File: config.mk
export PLATFORM = sky130hd
export DESIGN_NAME = ps2_host_tx
export DESIGN_NICKNAME = d
export VERILOG_FILES = /design/src/rtl/ps2_host_tx.sv
export SDC_FILE = /design/constraint.sdc
export NUM_CORES = 1
export LEC_CHECK = 0
export ABC_AREA = 1
export BUFFER_PORTS_ARGS = -buffer_cell sky130_fd_sc_hd__buf_2
export CELL_PAD_IN_SITES_DETAIL_PLACEMENT = 1
export CELL_PAD_IN_SITES_GLOBAL_PLACEMENT = 1
export CORE_MARGIN = 10
export CORE_UTILIZATION = 49
export CTS_BUF_LIST = sky130_fd_sc_hd__clkbuf_8
export CTS_CLUSTER_DIAMETER = 200
export CTS_CLUSTER_SIZE = 12
export DETAILED_ROUTE_END_ITERATION = 6
export PLACE_DENSITY_LB_ADDON = 0.1
export SYNTH_ARGS = -nofsm -noshare
export SYNTH_HDL_FRONTEND = slang
export SYNTH_SLANG_ARGS = --single-unit
File: constraint.sdc
create_clock -name clk -period 3.8 [get_ports clk]
set_input_delay 0 -clock clk [delete_from_list [all_inputs] [get_ports clk]]
set_output_delay 0 -clock clk [all_outputs]
set_load 0.02 [all_outputs]
File: src/rtl/ps2_host_tx.sv
// rtl/ps2_host_tx.sv - PS/2 host-to-device command byte transmitter
// Optional watchdog: define PS2_TX_TIMEOUT_EN to abort a stalled transfer after TIMEOUT_CYCLES.
module ps2_host_tx #(
  parameter int INHIBIT_CYCLES = 10000,
  parameter int TIMEOUT_CYCLES = 2000000
) (
  input  logic       clk,
  input  logic       rst,
  input  logic [7:0] tx_data,
  input  logic       write_data,
  input  logic       ps2_clk_in,
  input  logic       ps2_data_in,
  output logic       ps2_clk_oe,
  output logic       ps2_data_oe,
  output logic       busy,
  output logic       done,
  output logic       err
);

  localparam int CNT_W = $clog2(INHIBIT_CYCLES + 1);

  typedef enum logic [2:0] {
    ST_IDLE, ST_INHIBIT, ST_REQ, ST_DATA, ST_PARITY, ST_STOP, ST_ACK, ST_WAIT_IDLE
  } state_t;

  state_t           state_q, state_d;
  logic [1:0]       clk_sync_q, clk_sync_d;
  logic [1:0]       data_sync_q, data_sync_d;
  logic             clk_prev_q, clk_prev_d;
  logic [7:0]       tx_q, tx_d;
  logic             parity_q, parity_d;
  logic [2:0]       idx_q, idx_d;
  logic [CNT_W-1:0] cnt_q, cnt_d;
  logic             done_q, done_d;
  logic             err_q, err_d;
  logic             clk_s, data_s, clk_fall, accept, tmo_hit;

  assign clk_s       = clk_sync_q[1];
  assign data_s      = data_sync_q[1];
  assign clk_fall    = clk_prev_q & ~clk_s;
  assign accept      = (state_q == ST_IDLE) && write_data;
  assign clk_sync_d  = {clk_sync_q[0], ps2_clk_in};
  assign data_sync_d = {data_sync_q[0], ps2_data_in};
  assign clk_prev_d  = clk_s;

`ifdef PS2_TX_TIMEOUT_EN
  localparam int TMO_W = $clog2(TIMEOUT_CYCLES + 1);
  logic [TMO_W-1:0] tmo_q, tmo_d;

  always_comb begin
    tmo_d = tmo_q;
    if (accept) begin
      tmo_d = '0;
    end else if (state_q != ST_IDLE) begin
      tmo_d = tmo_q + TMO_W'(1);
    end
  end

  assign tmo_hit = (state_q != ST_IDLE) && (tmo_q == TMO_W'(TIMEOUT_CYCLES - 1));

  always_ff @(posedge clk) begin
    if (rst) begin
      tmo_q <= '0;
    end else begin
      tmo_q <= tmo_d;
    end
  end
`else
  assign tmo_hit = 1'b0;
`endif

  always_ff @(posedge clk) begin
    if (rst) begin
      state_q     <= ST_IDLE;
      clk_sync_q  <= 2'b11;
      data_sync_q <= 2'b11;
      clk_prev_q  <= 1'b1;
      tx_q        <= '0;
      parity_q    <= 1'b0;
      idx_q       <= '0;
      cnt_q       <= '0;
      done_q      <= 1'b0;
      err_q       <= 1'b0;
    end else begin
      state_q     <= state_d;
      clk_sync_q  <= clk_sync_d;
      data_sync_q <= data_sync_d;
      clk_prev_q  <= clk_prev_d;
      tx_q        <= tx_d;
      parity_q    <= parity_d;
      idx_q       <= idx_d;
      cnt_q       <= cnt_d;
      done_q      <= done_d;
      err_q       <= err_d;
    end
  end

  // Bits advance on device clock falling edges; the device samples on the rising edge.
  always_comb begin
    state_d  = state_q;
    tx_d     = tx_q;
    parity_d = parity_q;
    idx_d    = idx_q;
    cnt_d    = cnt_q;
    done_d   = 1'b0;
    err_d    = 1'b0;
    case (state_q)
      ST_IDLE: begin
        if (write_data) begin
          tx_d     = tx_data;
          parity_d = ~^tx_data;
          idx_d    = '0;
          cnt_d    = '0;
          state_d  = ST_INHIBIT;
        end
      end
      ST_INHIBIT: begin
        if (cnt_q == CNT_W'(INHIBIT_CYCLES - 1)) begin
          cnt_d   = '0;
          state_d = ST_REQ;
        end else begin
          cnt_d = cnt_q + CNT_W'(1);
        end
      end
      ST_REQ: begin
        if (clk_fall) begin
          idx_d   = '0;
          state_d = ST_DATA;
        end
      end
      ST_DATA: begin
        if (clk_fall) begin
          if (idx_q == 3'd7) begin
            state_d = ST_PARITY;
          end else begin
            idx_d = idx_q + 3'd1;
          end
        end
      end
      ST_PARITY: begin
        if (clk_fall) begin
          state_d = ST_STOP;
        end
      end
      ST_STOP: begin
        if (clk_fall) begin
          if (!data_s) begin
            state_d = ST_ACK;
          end else begin
            err_d   = 1'b1;
            state_d = ST_IDLE;
          end
        end
      end
      ST_ACK: begin
        state_d = ST_WAIT_IDLE;
      end
      ST_WAIT_IDLE: begin
        if (clk_s && data_s) begin
          done_d  = 1'b1;
          state_d = ST_IDLE;
        end
      end
      default: state_d = ST_IDLE;
    endcase
    if (tmo_hit) begin
      state_d = ST_IDLE;
      done_d  = 1'b0;
      err_d   = 1'b1;
      idx_d   = '0;
      cnt_d   = '0;
    end
  end

  always_comb begin
    ps2_clk_oe  = 1'b0;
    ps2_data_oe = 1'b0;
    case (state_q)
      ST_INHIBIT: ps2_clk_oe  = 1'b1;
      ST_REQ:     ps2_data_oe = 1'b1;
      ST_DATA:    ps2_data_oe = ~tx_q[idx_q];
      ST_PARITY:  ps2_data_oe = ~parity_q;
      default:    ps2_data_oe = 1'b0;
    endcase
  end

  assign busy = (state_q != ST_IDLE);
  assign done = done_q;
  assign err  = err_q;

endmodule

======== Yosys cells after proc, flatten, opt, wreduce, memory -nomap -nowiden ========
Index checks and enable logic that the tools add are counted.
word-level totals
  bits in registers ....................... 36
  bits of input ports ..................... 13
  output and inout bits ................... 5
  word-level logic and storage cells ...... 74
cells by class
  $add $sub $neg .......................... 2
  magnitude comparators ................... 1
  equality and inequality tests ........... 18
  muxes and demuxes ....................... 24
  bitwise gates (word level) .............. 7
  reductions and logical operators ........ 12
operator list
  operator                                                    count
  2-to-1 mux 3 bit                                            13
  2-to-1 mux 14 bit                                           2
  one-hot mux 14 bit (2 select lines)                         1
  one-hot mux 3 bit (8 select lines)                          1
  != test 2 bit, second input constant                        9
  equality test 3 bit, second input constant                  5
  adder 14 x 1 -> 14 bit, second input constant               1
  equality test 14 bit, second input constant                 1
  one-hot mux 3 bit (3 select lines)                          1
  AND reduction 8 bit                                         1
  XNOR reduction 8 bit                                        1
  equality test 3 x 2 -> 1 bit, second input constant         2
  NOT 1 bit                                                   6
  nonzero test 3 bit                                          2
  AND reduction 5 bit                                         1
  less-than comparator 3 x 4 -> 1 bit, second input constant  1
  2-to-1 mux 1 bit                                            4
  AND reduction 2 bit                                         2
  adder 3 x 1 -> 3 bit, second input constant                 1
  binary-select mux 1 bit (select 3 bit)                      1
  equality test 3 x 1 -> 1 bit, second input constant         1
  zero test 3 bit                                             1
  one-hot mux 1 bit (3 select lines)                          1
  OR reduction 3 bit                                          1
  other kinds (4)                                             4

======== Depth between registers and ports, before layout ========
  word-level depth ........................ 4
  mapped depth ............................ 10
  mapped depth without buffers ............ 10

======== Least setup slack after synthesis ========
OpenSTA, ideal clock, no wires.
  path type ............................... register to output
  start point ............................. reg idx_q[0]
  end point ............................... out ps2_data_oe
  arrival time ............................ 1.319 ns
  data required time ...................... 3.800 ns
  slack ................................... 2.481 ns
  cell stages (with the launch flop) ...... 7
  buffers on the path ..................... 1
  cells stage by stage .................... dfxtp_1 > clkbuf_1 > a21oi_1 > o21ai_0 > nand3_1 > nand3_1 > a21boi_0
between the ends
  cells in the longest elaborated chain, start to end .. 4
RTL lines
  item                                    line  text
  from (decl)                             32    logic [2:0] idx_q, idx_d;
  from (signal assigned)                  91    idx_q <= idx_d;
  binary-select mux 1 bit (select 3 bit)  181   ST_DATA: ps2_data_oe = ~tx_q[idx_q];
  2-to-1 mux 1 bit (not written as such)  181
  NOT 1 bit                               181
  one-hot mux 1 bit (3 select lines)      178   case (state_q)
  to (decl)                               14    output logic ps2_data_oe,
Every way passes these cells. The select of a mux whose other input is x is not followed.

======== Worst setup path in the final report ========
  start point ............................. reg state_q[2]
  end point ............................... out ps2_data_oe
between the ends
  cells in the longest elaborated chain, start to end .. 2
  elaborated cells on any way between the ends .. 4
  classes of those cells .................. 3 x eq/ne; 1 x mux
RTL lines
  item                                                                 line  text
  from (decl)                                                          26    state_t state_q, state_d;
  from (signal assigned)                                               85    state_q <= state_d;
  equality test 3 bit or equality test 3 x 2 -> 1 bit (tied branches)  178
  one-hot mux 1 bit (3 select lines) *                                 178
Mark *: on every way between the ends. The rest lies on a longest branch, timed or not.

==> results.json <==
{
  "synthDistinctLibCells": 41,
  "core_area_mm2": 0.00406,
  "synth_edf_count": 0,
  "synthFlopType": "dfxtp_1",
  "layout-area-overhead-vs-synth_pct": 11.2,
  "arrival_ns": 1.76,
  "synth_top_family_by_area": "simple AND/OR/NAND/NOR gates",
  "gr-usage-all-layers": 0.153,
  "stdcell_count": 347,
  "numCtsBuffers": 5,
  "dp_cells": 335,
  "clk_latency_ns": 0.30,
  "crit_type": "flop to output pin",
  "hp-start": "tx_data[7]",
  "p_seq_frac": 0.347,
  "hold_class": "primary input to flop",
  "synthTopCellsByCount": "nand2_1 (61), dfxtp_1 (36), nor2_1 (25)",
  "cts_hold_buf": 4,
  "rsz0062_at_grt": "false",
  "ctsResizeCount": 0,
  "cts_root_buf": "clkbuf_8",
  "synth-warning-count": 0,
  "p_switching_mw": 0.631,
  "port-buffer-count": 17,
  "place_hpwl_mm": 3.84,
  "worstPathMaxFanout": 9,
  "setup_violations": 0,
  "relSlewSlack": 0.525,
  "clock.fmax_ghz": 0.568,
  "synth_most_common_cell": "nand2_1",
  "synth_area_leaders": "dfxtp_1 (34%), nand2_1 (11%), nand3_1 (5.3%)",
  "drive_gt1_frac": 0.222,
  "r2r-end": "cnt_q[4]",
  "post_cts_buffers": 0,
  "reg2reg_slack_ns": 2.07,
  "fin_worst_skew_ns": 0.00377,
  "nets": 312,
  "min_delay_path_depth": 3,
  "synth_seq_area_share": 0.344,
  "syn_nets": 292,
  "reg2reg_depth": 7,
  "ios": 18,
  "antenna_found_initial": 0,
  "crit_path_end_kind": "output pin",
  "holdWs_ns": 0.0135,
  "finalCriticalPeriod_ns": 1.76,
  "drt_iter0_drc": 67,
  "grt_max_degree": 17,
  "status": "complete, no violations",
  "fin_tns_setup_ns": 0,
  "synthXorXnorAreaFrac": 0.0461,
  "drc": 0,
  "cts.clk_slew.worst_paths_ns": 0.07,
  "grt_pass1_wl_mm": 9.20,
  "pre_cts_ws_ns": 2.06,
  "intPower_mw": 0.835,
  "die_area_mm2": 0.00728,
  "dpl-instance-area_mm2": 0.00217,
  "stdcell_area_mm2": 0.00233,
  "netlist_instances": 276,
  "wl_mm": 5.18,
  "placementRows": 23,
  "synth_top_area_share": 0.344,
  "gr-total-overflow": 0,
  "p_per_area_mw_per_mm2": 630,
  "synth_area_leader_cell": "dfxtp_1",
  "ys_async_sr_fraction": 0,
  "routed_via_density": 5.32,
  "ys_ff_latch": 36,
  "synth_area_mm2": 0.00209,
  "die_x_um": 85.3,
  "critPathLaunchType": "flop",
  "maxCapViolCount": 0,
  "first_pass_iters": 4,
  "vias": 1845,
  "clockBufferDepth": 2,
  "pwr-share-comb": 0.419,
  "whs_endpoint": "tx_q[7]",
  "die_y_um": 85.3,
  "setup_ws_ns": 2.04,
  "cts_sinks": 36,
  "maxSlewViolCount": 0,
  "total_leakage_power_nw": 0.965,
  "finalCritPeriodShare": 0.463,
  "ant_nets": 0,
  "cp.required_ns": 3.80,
  "start_util": 0.516,
  "synthAdderAreaFrac": 0.0179,
  "avgSynthCellArea_um2": 7.58,
  "synth_compound_area_frac": 0.129,
  "worstMarginPinSlew_ns": 0.712,
  "irDropWorstVdd_mv": 0.243,
  "antenna_cells": 0,
  "place.gp.congestion": 0.803,
  "cts_tree": "yes",
  "grt_pass1_vias": 1892,
  "htreeDepth": 2,
  "timing.rr.start": "state_q[2]",
  "wl_per_cell_um": 14.9,
  "hold_viol": 0,
  "synth_mux_area_frac": 0,
  "p_sw_frac": 0.430,
  "synthSimpleGateAreaFrac": 0.385,
  "clkPwrFrac": 0.234
}
[logic make-up (layout without fill, tap and decap cells)]
kind of cell             count (synthesis)  count (layout)
XOR/XNOR                                11              11
buffers and inverters                   33              54
adder cells (fa/ha/maj)                  3               3
AO/OA/AOI/OAI                           43              43
flip-flops                              36              36
AND/OR/NAND/NOR                        150             150
[flip-flops by register name, summed over array words and instances (netlist names)]
signal and cells:
clk_prev_q 1, clk_sync_q 2, cnt_q 14, data_sync_q 2
done 1, err 1, idx_q 3, parity_q 1
state_q 3, tx_q 8
[final cells by class]
| class | instances | area, um2 |
|---|---|---|
| Clock buffer | 5 | 68.8 |
| Timing Repair Buffer | 21 | 125 |
| Inverter | 25 | 96.3 |
| Clock inverter | 3 | 42.5 |
| Multi-Input combinational cell | 207 | 1210 |
| Tap cell | 50 | 62.6 |
| Sequential cell | 36 | 721 |
| Fill cell | 525 | 1730 |
[through the flow]
| stage | utilization | power [mW] |
|---|---|---|
| after global routing | 0.573 | 1.59 |
| after global placement | 0.536 | 1.11 |
| after CTS | 0.573 | 1.48 |
| final | 0.573 | 1.47 |
| after detailed placement | 0.536 | 1.13 |
| after floorplan | - | 1.01 |
[layout by cell type (no fill, tap or decap), drive strengths merged]
cell type and n:
nor3 6, o221ai 1, nand4 4, clkbuf 5
dfxtp 36, nand2 73, inv 25, o21bai 3
and2 1, nand3 24, a21boi 1, nor2 34
a21oi 23, or2 4, nor4b 1, nand3b 2
clkinv 1, nor4 1, o21ai 12, o211ai 2
xor2 7, buf 17, ha 3, a21o 1
clkinvlp 1, dlygate4sd3 4, xnor2 4, bufinv 1
[layer usage]
metal / vias up / part of all wire / track usage
li1: 942 / - / -
met2: 19 / 0.45 / 0.245
met1: 879 / 0.51 / 0.197
met3: 5 / 0.027 / 0.0363
met5: - / 0 / 0
met4: 0 / 0.012 / 0.0449
[power by group through the flow]
stage	Combinational (mW)	Clock (mW)	Sequential [mW]
final	0.614	0.343	0.509
after global routing	0.707	0.370	0.518
after CTS	0.624	0.349	0.509
after detailed placement	0.616	0	0.517
after global placement	0.595	0	0.515
after floorplan	0.547	0	0.467
[how the worst max path moves through the flow]
stage / start / to / slack [ns] / depth (start not counted)
2_1_floorplan: idx_q[0] / ps2_data_oe / 2.48 / 6
3_3_place_gp: state_q[2] / cnt_q[4] / 2.17 / 7
3_5_place_dp: state_q[2] / cnt_q[4] / 2.06 / 7
4_1_cts: state_q[2] / ps2_data_oe / 2.02 / 4
5_1_grt: state_q[2] / ps2_data_oe / 1.86 / 4
6_report: state_q[2] / ps2_data_oe / 2.04 / 4
[critical path: stages, from the launching register on]
cell and delay [ns]:
dfxtp_1 0.78, nand2_1 0.17, o21bai_1 0.14, a21boi_0 0.18, buf_2 0.19
Power figures use the tool's default switching activity.
